[config.mk]
export PLATFORM = sky130hd
export DESIGN_NAME = fp_instr_encoder
export DESIGN_NICKNAME = d
export VERILOG_FILES = /design/src/rtl/fp_instr_encoder.sv
export SDC_FILE = /design/constraint.sdc
export NUM_CORES = 1
export LEC_CHECK = 0
export BUFFER_PORTS_ARGS = -buffer_cell sky130_fd_sc_hd__buf_2
export CORE_MARGIN = 2
export CORE_UTILIZATION = 57
export DETAILED_ROUTE_END_ITERATION = 16
export PLACE_DENSITY = 0.88
export REMOVE_ABC_BUFFERS = 1
export SLEW_MARGIN = 5
export SYNTH_ARGS = -nofsm -noshare
export SYNTH_HDL_FRONTEND = slang
export SYNTH_SLANG_ARGS = --single-unit
[constraint.sdc]
create_clock -name clk -period 6.2 [get_ports clk]
set_input_delay 1.24 -clock clk [delete_from_list [all_inputs] [get_ports clk]]
set_output_delay 1.24 -clock clk [all_outputs]
set_load 0.01 [all_outputs]
[src/rtl/fp_instr_encoder.sv]
// RV32F instruction encoder: turns an abstract FP ALU request into a 32-bit
// instruction word and buffers {illegal, instr} in a small FIFO.
module fp_instr_encoder #(
  parameter int DEPTH = 2
) (
  input  logic        clk,
  input  logic        rst_n,
  input  logic        req_valid,
  output logic        req_ready,
  input  logic [4:0]  req_op,
  input  logic [4:0]  req_rd,
  input  logic [4:0]  req_rs1,
  input  logic [4:0]  req_rs2,
  input  logic [4:0]  req_rs3,
  input  logic [2:0]  req_rm,
  input  logic [11:0] req_imm,
  output logic        out_valid,
  input  logic        out_ready,
  output logic [31:0] out_instr,
  output logic        out_illegal,
  output logic [7:0]  illegal_cnt
);

  localparam int PW = $clog2(DEPTH);
  localparam int CW = $clog2(DEPTH) + 1;

  localparam logic [6:0] OPC_FP     = 7'b1010011;
  localparam logic [6:0] OPC_MADD   = 7'b1000011;
  localparam logic [6:0] OPC_MSUB   = 7'b1000111;
  localparam logic [6:0] OPC_NMSUB  = 7'b1001011;
  localparam logic [6:0] OPC_NMADD  = 7'b1001111;
  localparam logic [6:0] OPC_LOADF  = 7'b0000111;
  localparam logic [6:0] OPC_STOREF = 7'b0100111;

  localparam logic [4:0] OP_ADD    = 5'd0;
  localparam logic [4:0] OP_SUB    = 5'd1;
  localparam logic [4:0] OP_MUL    = 5'd2;
  localparam logic [4:0] OP_DIV    = 5'd3;
  localparam logic [4:0] OP_SQRT   = 5'd4;
  localparam logic [4:0] OP_MIN    = 5'd5;
  localparam logic [4:0] OP_MAX    = 5'd6;
  localparam logic [4:0] OP_MADD   = 5'd7;
  localparam logic [4:0] OP_MSUB   = 5'd8;
  localparam logic [4:0] OP_NMADD  = 5'd9;
  localparam logic [4:0] OP_NMSUB  = 5'd10;
  localparam logic [4:0] OP_SGNJ   = 5'd11;
  localparam logic [4:0] OP_SGNJN  = 5'd12;
  localparam logic [4:0] OP_SGNJX  = 5'd13;
  localparam logic [4:0] OP_CVTWS  = 5'd14;
  localparam logic [4:0] OP_CVTWUS = 5'd15;
  localparam logic [4:0] OP_CVTSW  = 5'd16;
  localparam logic [4:0] OP_CVTSWU = 5'd17;
  localparam logic [4:0] OP_MVXW   = 5'd18;
  localparam logic [4:0] OP_MVWX   = 5'd19;
  localparam logic [4:0] OP_CLASS  = 5'd20;
  localparam logic [4:0] OP_EQ     = 5'd21;
  localparam logic [4:0] OP_LT     = 5'd22;
  localparam logic [4:0] OP_LE     = 5'd23;
  localparam logic [4:0] OP_FLW    = 5'd24;
  localparam logic [4:0] OP_FSW    = 5'd25;

  typedef struct packed {
    logic        illegal;
    logic [31:0] instr;
  } entry_t;

  // Field-level encoder; every format is assembled as funct7|rs2|rs1|f3|rd|opcode
  logic [6:0]  f7;
  logic [4:0]  rs2_f;
  logic [4:0]  rd_f;
  logic [2:0]  f3;
  logic [6:0]  opc;
  logic        uses_rm;
  logic        known_op;
  logic        rm_bad;
  entry_t      enc;

  always_comb begin
    f7       = 7'b0000000;
    rs2_f    = req_rs2;
    rd_f     = req_rd;
    f3       = req_rm;
    opc      = OPC_FP;
    uses_rm  = 1'b0;
    known_op = 1'b1;
    case (req_op)
      OP_ADD:    begin f7 = 7'b0000000; uses_rm = 1'b1; end
      OP_SUB:    begin f7 = 7'b0000100; uses_rm = 1'b1; end
      OP_MUL:    begin f7 = 7'b0001000; uses_rm = 1'b1; end
      OP_DIV:    begin f7 = 7'b0001100; uses_rm = 1'b1; end
      OP_SQRT:   begin f7 = 7'b0101100; rs2_f = 5'd0; uses_rm = 1'b1; end
      OP_MIN:    begin f7 = 7'b0010100; f3 = 3'b000; end
      OP_MAX:    begin f7 = 7'b0010100; f3 = 3'b001; end
      OP_MADD:   begin f7 = {req_rs3, 2'b00}; opc = OPC_MADD;  uses_rm = 1'b1; end
      OP_MSUB:   begin f7 = {req_rs3, 2'b00}; opc = OPC_MSUB;  uses_rm = 1'b1; end
      OP_NMADD:  begin f7 = {req_rs3, 2'b00}; opc = OPC_NMADD; uses_rm = 1'b1; end
      OP_NMSUB:  begin f7 = {req_rs3, 2'b00}; opc = OPC_NMSUB; uses_rm = 1'b1; end
      OP_SGNJ:   begin f7 = 7'b0010000; f3 = 3'b000; end
      OP_SGNJN:  begin f7 = 7'b0010000; f3 = 3'b001; end
      OP_SGNJX:  begin f7 = 7'b0010000; f3 = 3'b010; end
      OP_CVTWS:  begin f7 = 7'b1100000; rs2_f = 5'd0; uses_rm = 1'b1; end
      OP_CVTWUS: begin f7 = 7'b1100000; rs2_f = 5'd1; uses_rm = 1'b1; end
      OP_CVTSW:  begin f7 = 7'b1101000; rs2_f = 5'd0; uses_rm = 1'b1; end
      OP_CVTSWU: begin f7 = 7'b1101000; rs2_f = 5'd1; uses_rm = 1'b1; end
      OP_MVXW:   begin f7 = 7'b1110000; rs2_f = 5'd0; f3 = 3'b000; end
      OP_MVWX:   begin f7 = 7'b1111000; rs2_f = 5'd0; f3 = 3'b000; end
      OP_CLASS:  begin f7 = 7'b1110000; rs2_f = 5'd0; f3 = 3'b001; end
      OP_EQ:     begin f7 = 7'b1010000; f3 = 3'b010; end
      OP_LT:     begin f7 = 7'b1010000; f3 = 3'b001; end
      OP_LE:     begin f7 = 7'b1010000; f3 = 3'b000; end
      // Memory formats reuse the funct7/rs2/rd slots for the split immediate
      OP_FLW:    begin
        f7 = req_imm[11:5]; rs2_f = req_imm[4:0]; f3 = 3'b010; opc = OPC_LOADF;
      end
      OP_FSW:    begin
        f7 = req_imm[11:5]; rd_f = req_imm[4:0]; f3 = 3'b010; opc = OPC_STOREF;
      end
      default:   known_op = 1'b0;
    endcase
    // rm 101/110 are reserved; 111 (dynamic) is accepted
    rm_bad      = uses_rm && ((req_rm == 3'b101) || (req_rm == 3'b110));
    enc.illegal = !known_op || rm_bad;
    enc.instr   = enc.illegal ? 32'd0 : {f7, rs2_f, req_rs1, f3, rd_f, opc};
  end

  // Handshake: a transfer happens on a rising edge where valid && ready.
  // req_ready depends only on the stored count (no path from out_ready);
  // out_valid is simply "FIFO not empty".
  entry_t           mem [DEPTH];
  logic [PW-1:0]    wr_ptr;
  logic [PW-1:0]    rd_ptr;
  logic [CW-1:0]    count;
  logic             push;
  logic             pop;

  assign req_ready = (count < CW'(DEPTH));
  assign out_valid = (count != '0);
  assign push      = req_valid && req_ready;
  assign pop       = out_valid && out_ready;

  always_ff @(posedge clk or negedge rst_n) begin
    if (!rst_n) begin
      wr_ptr      <= '0;
      rd_ptr      <= '0;
      count       <= '0;
      illegal_cnt <= 8'd0;
    end else begin
      if (push) wr_ptr <= wr_ptr + PW'(1);
      if (pop)  rd_ptr <= rd_ptr + PW'(1);
      case ({push, pop})
        2'b10:   count <= count + CW'(1);
        2'b01:   count <= count - CW'(1);
        default: count <= count;
      endcase
      if (push && enc.illegal && (illegal_cnt != 8'hFF))
        illegal_cnt <= illegal_cnt + 8'd1;
    end
  end

  // Storage needs no reset: the read side is gated by count
  always_ff @(posedge clk) begin
    if (push) mem[wr_ptr] <= enc;
  end

  assign out_instr   = out_valid ? mem[rd_ptr].instr   : 32'd0;
  assign out_illegal = out_valid ? mem[rd_ptr].illegal : 1'b0;

endmodule

* After elaboration in Yosys (flattened, before gate mapping)
Memory sizes are Yosys's and may differ from the RTL's. Cells that the tools add are included.
Storage, ports and cells: register bits after elaboration 12, bits in writable memories 66, input port bits 44, output and inout port bits 43, logic and storage cells 80, memories 1
Memories:
- mem | depth 2, width 33, read ports 1, clocked after Yosys merged registers in 0, wr ports 1, line 129 | entry_t mem [DEPTH];
Cells by class: add/sub/neg operators 5, order comparisons 1, equal/unequal tests 30, muxes and demuxes 13, reductions and logical operators 26
Operators with widths (count):
- one-hot mux 7 bit (13 select lines) | 1
- two-way mux 32 bit | 2
- == test 5 bit, second input constant | 10
- one-hot mux 7 bit (6 select lines) | 1
- == test 5 x 4 -> 1 bit, second input constant | 8
- OR reduction 26 bit | 1
- == test 5 x 3 -> 1 bit, second input constant | 4
- one-hot mux 5 bit (3 select lines) | 1
- OR reduction 13 bit | 1
- OR reduction 2 bit | 6
- OR reduction 4 bit | 3
- == test 5 x 2 -> 1 bit, second input constant | 2
- one-hot mux 3 bit (3 select lines) | 1
- adder 8 x 1 -> 8 bit, second input constant | 1
- inequality test 8 bit, second input constant | 1
- == test 3 bit, second input constant | 2
- OR reduction 3 bit | 2
- OR reduction 6 bit | 1
- == test 5 x 1 -> 1 bit, second input constant | 1
- logical AND 1 bit | 5
- zero test 5 bit | 1
- two-way mux 1 bit | 5
- two-way mux 5 bit | 1
- OR reduction 5 bit | 1
- other kinds (10) | 13

* Longest topological paths before layout
depth in word-level cells 7, gate-level depth with buffers 8, gate-level depth less buffers 7

* Worst setup path before layout
OpenSTA, ideal clock, no wires.
kind input -> register, start input req_valid, end memory mem[0][10] (netlist bit), enable pin, setup time 0.421 ns, arrival time 2.888 ns, required time 5.779 ns, setup slack 2.891 ns, stages 2, buffers on the path 0, cells stage by stage nand2_1 nor2_1
Between the ends: cells in the longest elaborated chain, start to end 3
Ends and longest elaborated chain:
- start: declaration | line 8 | input logic req_valid,
- logical AND 1 bit | line 138 | assign push = req_valid && req_ready;
- two-way mux 1 bit | line 162 | if (push) mem[wr_ptr] <= enc;
- two-way mux 1 bit (implied by the code) | line 162
- end: declaration | line 129
Every way passes these cells.

==> key figures <==
Run status
  – Outcome: finished clean

Power and ir drop
  – Switch share: 34.5%
  – Combinational share of power: 32.8%
  – Switching power: 0.638 mW
  – Seq pwr share: 42.2%
  – Peak supply drop: 180 uV
  – Clock Power Share: 25.0%
  – Lkg Pwr: 1.96 nW
  – Pint: 1.21 mW
  – Power per cell area: 404 nW/um2

Synth
  – Largest family of logic cells by synthesized area: simple AND/OR/NAND/NOR gates
  – Post-Syn Instances: 343
  – Flops & latches, synth: 76
  – Ys async rst share: 15.8%
  – Post-Synth XOR/XNOR Area: 3.39%
  – Synth Area in Compound Gates: 9.17%
  – Synthesized area: 3880 um2
  – EDFF count, synth: 64
  – Mux share of post-synthesis cell area: 9.13%
  – Primary FF master, synth: edfxtp_1
  – Post-synth cell types: 51
  – YS warnings: 0
  – Post-Synth Simple-Gate Area: 16.8%
  – Syn Area/Cell: 11.3 um2
  – Adder-Cell Fraction of Synth Area: 0.646%
  – Sequential area share after synthesis: 57.3%

Drt
  – Vias/cell: 5.83
  – Post-Route WL: 8660 um
  – Drt pass-1 iters: 5
  – WL/cell: 17.1 um
  – Antenna Nets Post-Route: 0
  – DRC: 0
  – Via count: 2948
  – Starting DRT DRC Count: 144

Global routing
  – GR peak layer: met2
  – GRT overflow: 0
  – Grt met1 use: 31.5%
  – Met2 Use GR: 38.5%
  – First-pass GRT wire length: 13700 um
  – Total GRT Usage: 23.6%
  – Antenna violations before repair: 0
  – M3 GR Usage: 4.57%
  – Largest net degree at the start of global routing: 34
  – Vias in the first global route: 2845

Worst setup path
  – Depth of the most critical reg-to-reg path: 3
  – Critical path peak fanout: 21
  – Critical R2R Launch: count[1]
  – CP Data Arrival Time: 3.65 ns
  – Startpoint types: input pin
  – RR Endpoint: mem[0][26]
  – Reg2reg setup slack: 4.08 ns
  – CP Class: in2reg
  – Worst setup EP type: flop
  – WP data required: 6.26 ns

Timing
  – Hold WS: 0.501 ns
  – TNS Setup: 0 ns
  – Tmin final: 3.59 ns
  – Tcrit/Tclk final: 57.8%
  – Final hold vios: 0
  – Fmax: 279 MHz
  – Clock Skew: 0.00717 ns
  – RSZ-0062 raised after global routing: no
  – Final setup fails: 0
  – Actual slew at the worst max-slew pin: 0.976 ns
  – Rel. slew slack: 35.0%
  – Fin. max-slew vios: 0

Cells and area
  – Final core occ: 68.5%
  – Multi-input gate area: 1530 um2
  – Fill count: 494
  – Area occupied by registers: 2220 um2
  – Most frequent cells in the layout: buf_2, edfxtp_1, nor2_1
  – Ant. Diodes: 0
  – Commonest non-fill, non-tap cell in the layout: buf_2
  – Nets: 467
  – Share of cells above drive strength 1: 28.4%
  – Finished layout cell area: 4570 um2
  – Area Overhead vs Synth: 18.0%

Floorplan
  – Core footprint: 6680 um2
  – Row cnt: 30
  – Die X: 86.5 um
  – Starting Density: 58.0%
  – Die height: 86.5 um
  – Io pins: 87
  – Die Footprint: 7480 um2

Placement
  – Port bufs: 86
  – Post-DP HPWL: 5820 um
  – Placer Congestion: 0.842
  – Placed Instance Area: 4330 um2

CTS
  – Clock insertion delay at the later pin of the skew report: 0.34 ns
  – Number of post-CTS setup repair buffers: 0
  – CTS H-tree lvls: 3
  – Clock transition at path regs: 0.08 ns
  – Cts repair resizes: 0
  – Hold-fix buffers, CTS: 0
  – Clk buf depth: 2
  – Num CTS Buffers: 9
  – CTS sink cnt: 76
  – CTS Root Cell: clkbuf_8
  – CTS tree: done

Min path
  – Endpoint, Worst Hold: illegal_cnt[4]
  – Hold_sp: illegal_cnt[4]
  – Hold crit path type: reg2reg
  – Hold depth: 1

Job
  – Max-Cap Viols: 0
-- power by group through the flow --
stage / clock (mW) / combinational, mW / sequential [mW]
detailed placement: 0 / 0.609 / 0.789
finish: 0.462 / 0.608 / 0.780
CTS: 0.466 / 0.614 / 0.780
global placement: 0 / 0.599 / 0.783
floorplan: 0 / 0.375 / 0.770
global route: 0.486 / 0.663 / 0.791
-- registers in the layout, indices dropped and copies added (netlist names) --
signal       cells
mem             64
rd_ptr           1
count            2
illegal_cnt      8
wr_ptr           1
-- routing by layer --
metal | vias up | share of wire (%)
li1 | 1402 | -
met4 | 0 | 2.1
met5 | - | 0
met3 | 21 | 7.1
met1 | 1385 | 41
met2 | 140 | 49
-- through the flow --
step           power [mW]  setup WS (ns)  std cells
3_3_place_gp         1.38           2.53        490
4_1_cts              1.86           2.67        506
6_report             1.85           2.61        506
2_1_floorplan        1.15           2.89        322
3_5_place_dp         1.40           2.32        490
5_1_grt              1.94           2.35        506
-- critical path: stages --
cell       delay, ns
buf_2           0.30
inv_1           0.20
o211ai_1        0.25
nor3_2          0.08
nor3_4          0.62
inv_2           0.33
a2111oi_0       0.61
-- how the worst max path moves through the flow --
| stage | from | to | slack (ns) | cells after the start |
|---|---|---|---|---|
| after floorplan | req_valid | mem[0][10] | 2.89 | 2 |
| after global placement | req_op[2] | mem[0][12] | 2.53 | 8 |
| after detailed placement | req_op[2] | mem[1][14] | 2.32 | 7 |
| after CTS | req_op[2] | mem[0][14] | 2.67 | 7 |
| after global routing | req_op[2] | mem[0][14] | 2.35 | 7 |
| final | req_op[2] | mem[0][14] | 2.61 | 7 |
-- Yosys cell counts, drive strengths merged (2+ instances only) --
cell type | number | area, um2
nor2 | 54 | 203
nor3 | 11 | 71.3
and2 | 10 | 65.1
xnor2 | 4 | 35.0
nor2b | 2 | 12.5
nand2 | 26 | 97.6
o211ai | 3 | 22.5
buf | 10 | 63.8
ha | 2 | 25.0
nand3 | 4 | 20.0
dfrtp | 12 | 300
o21ai | 8 | 43.8
a21oi | 22 | 114
inv | 9 | 33.8
a22oi | 5 | 37.5
nand2b | 3 | 18.8
clkbuf | 11 | 41.3
mux2 | 3 | 33.8
and3 | 7 | 43.8
or3 | 3 | 18.8
nor4 | 3 | 48.8
xor2 | 11 | 96.3
mux2i | 32 | 320
edfxtp | 64 | 1920
nand4 | 2 | 12.5
a31oi | 4 | 25.0
o22ai | 4 | 25.0
-- kinds of logic after synthesis --
| kind of cell | Yosys count |
|---|---|
| DFF | 76 |
| muxes | 35 |
| xor gates and xnor gates | 15 |
| and+or+nand+nor | 129 |
| adders and majority gates | 2 |
| AOI/OAI and AO/OA | 56 |
| buffers and inverters | 30 |
-- cell type report --
| cell class | count | area share, % |
|---|---|---|
| Sequential cell | 76 | 48.6 |
| Inverter | 9 | 0.739 |
| Clock inverter | 7 | 2.68 |
| Tap cell | 80 | 2.19 |
| Timing Repair Buffer | 88 | 9.74 |
| Multi-Input combinational cell | 237 | 33.3 |
| Clock buffer | 9 | 2.71 |
No activity file was read; power rests on OpenSTA's default activity.
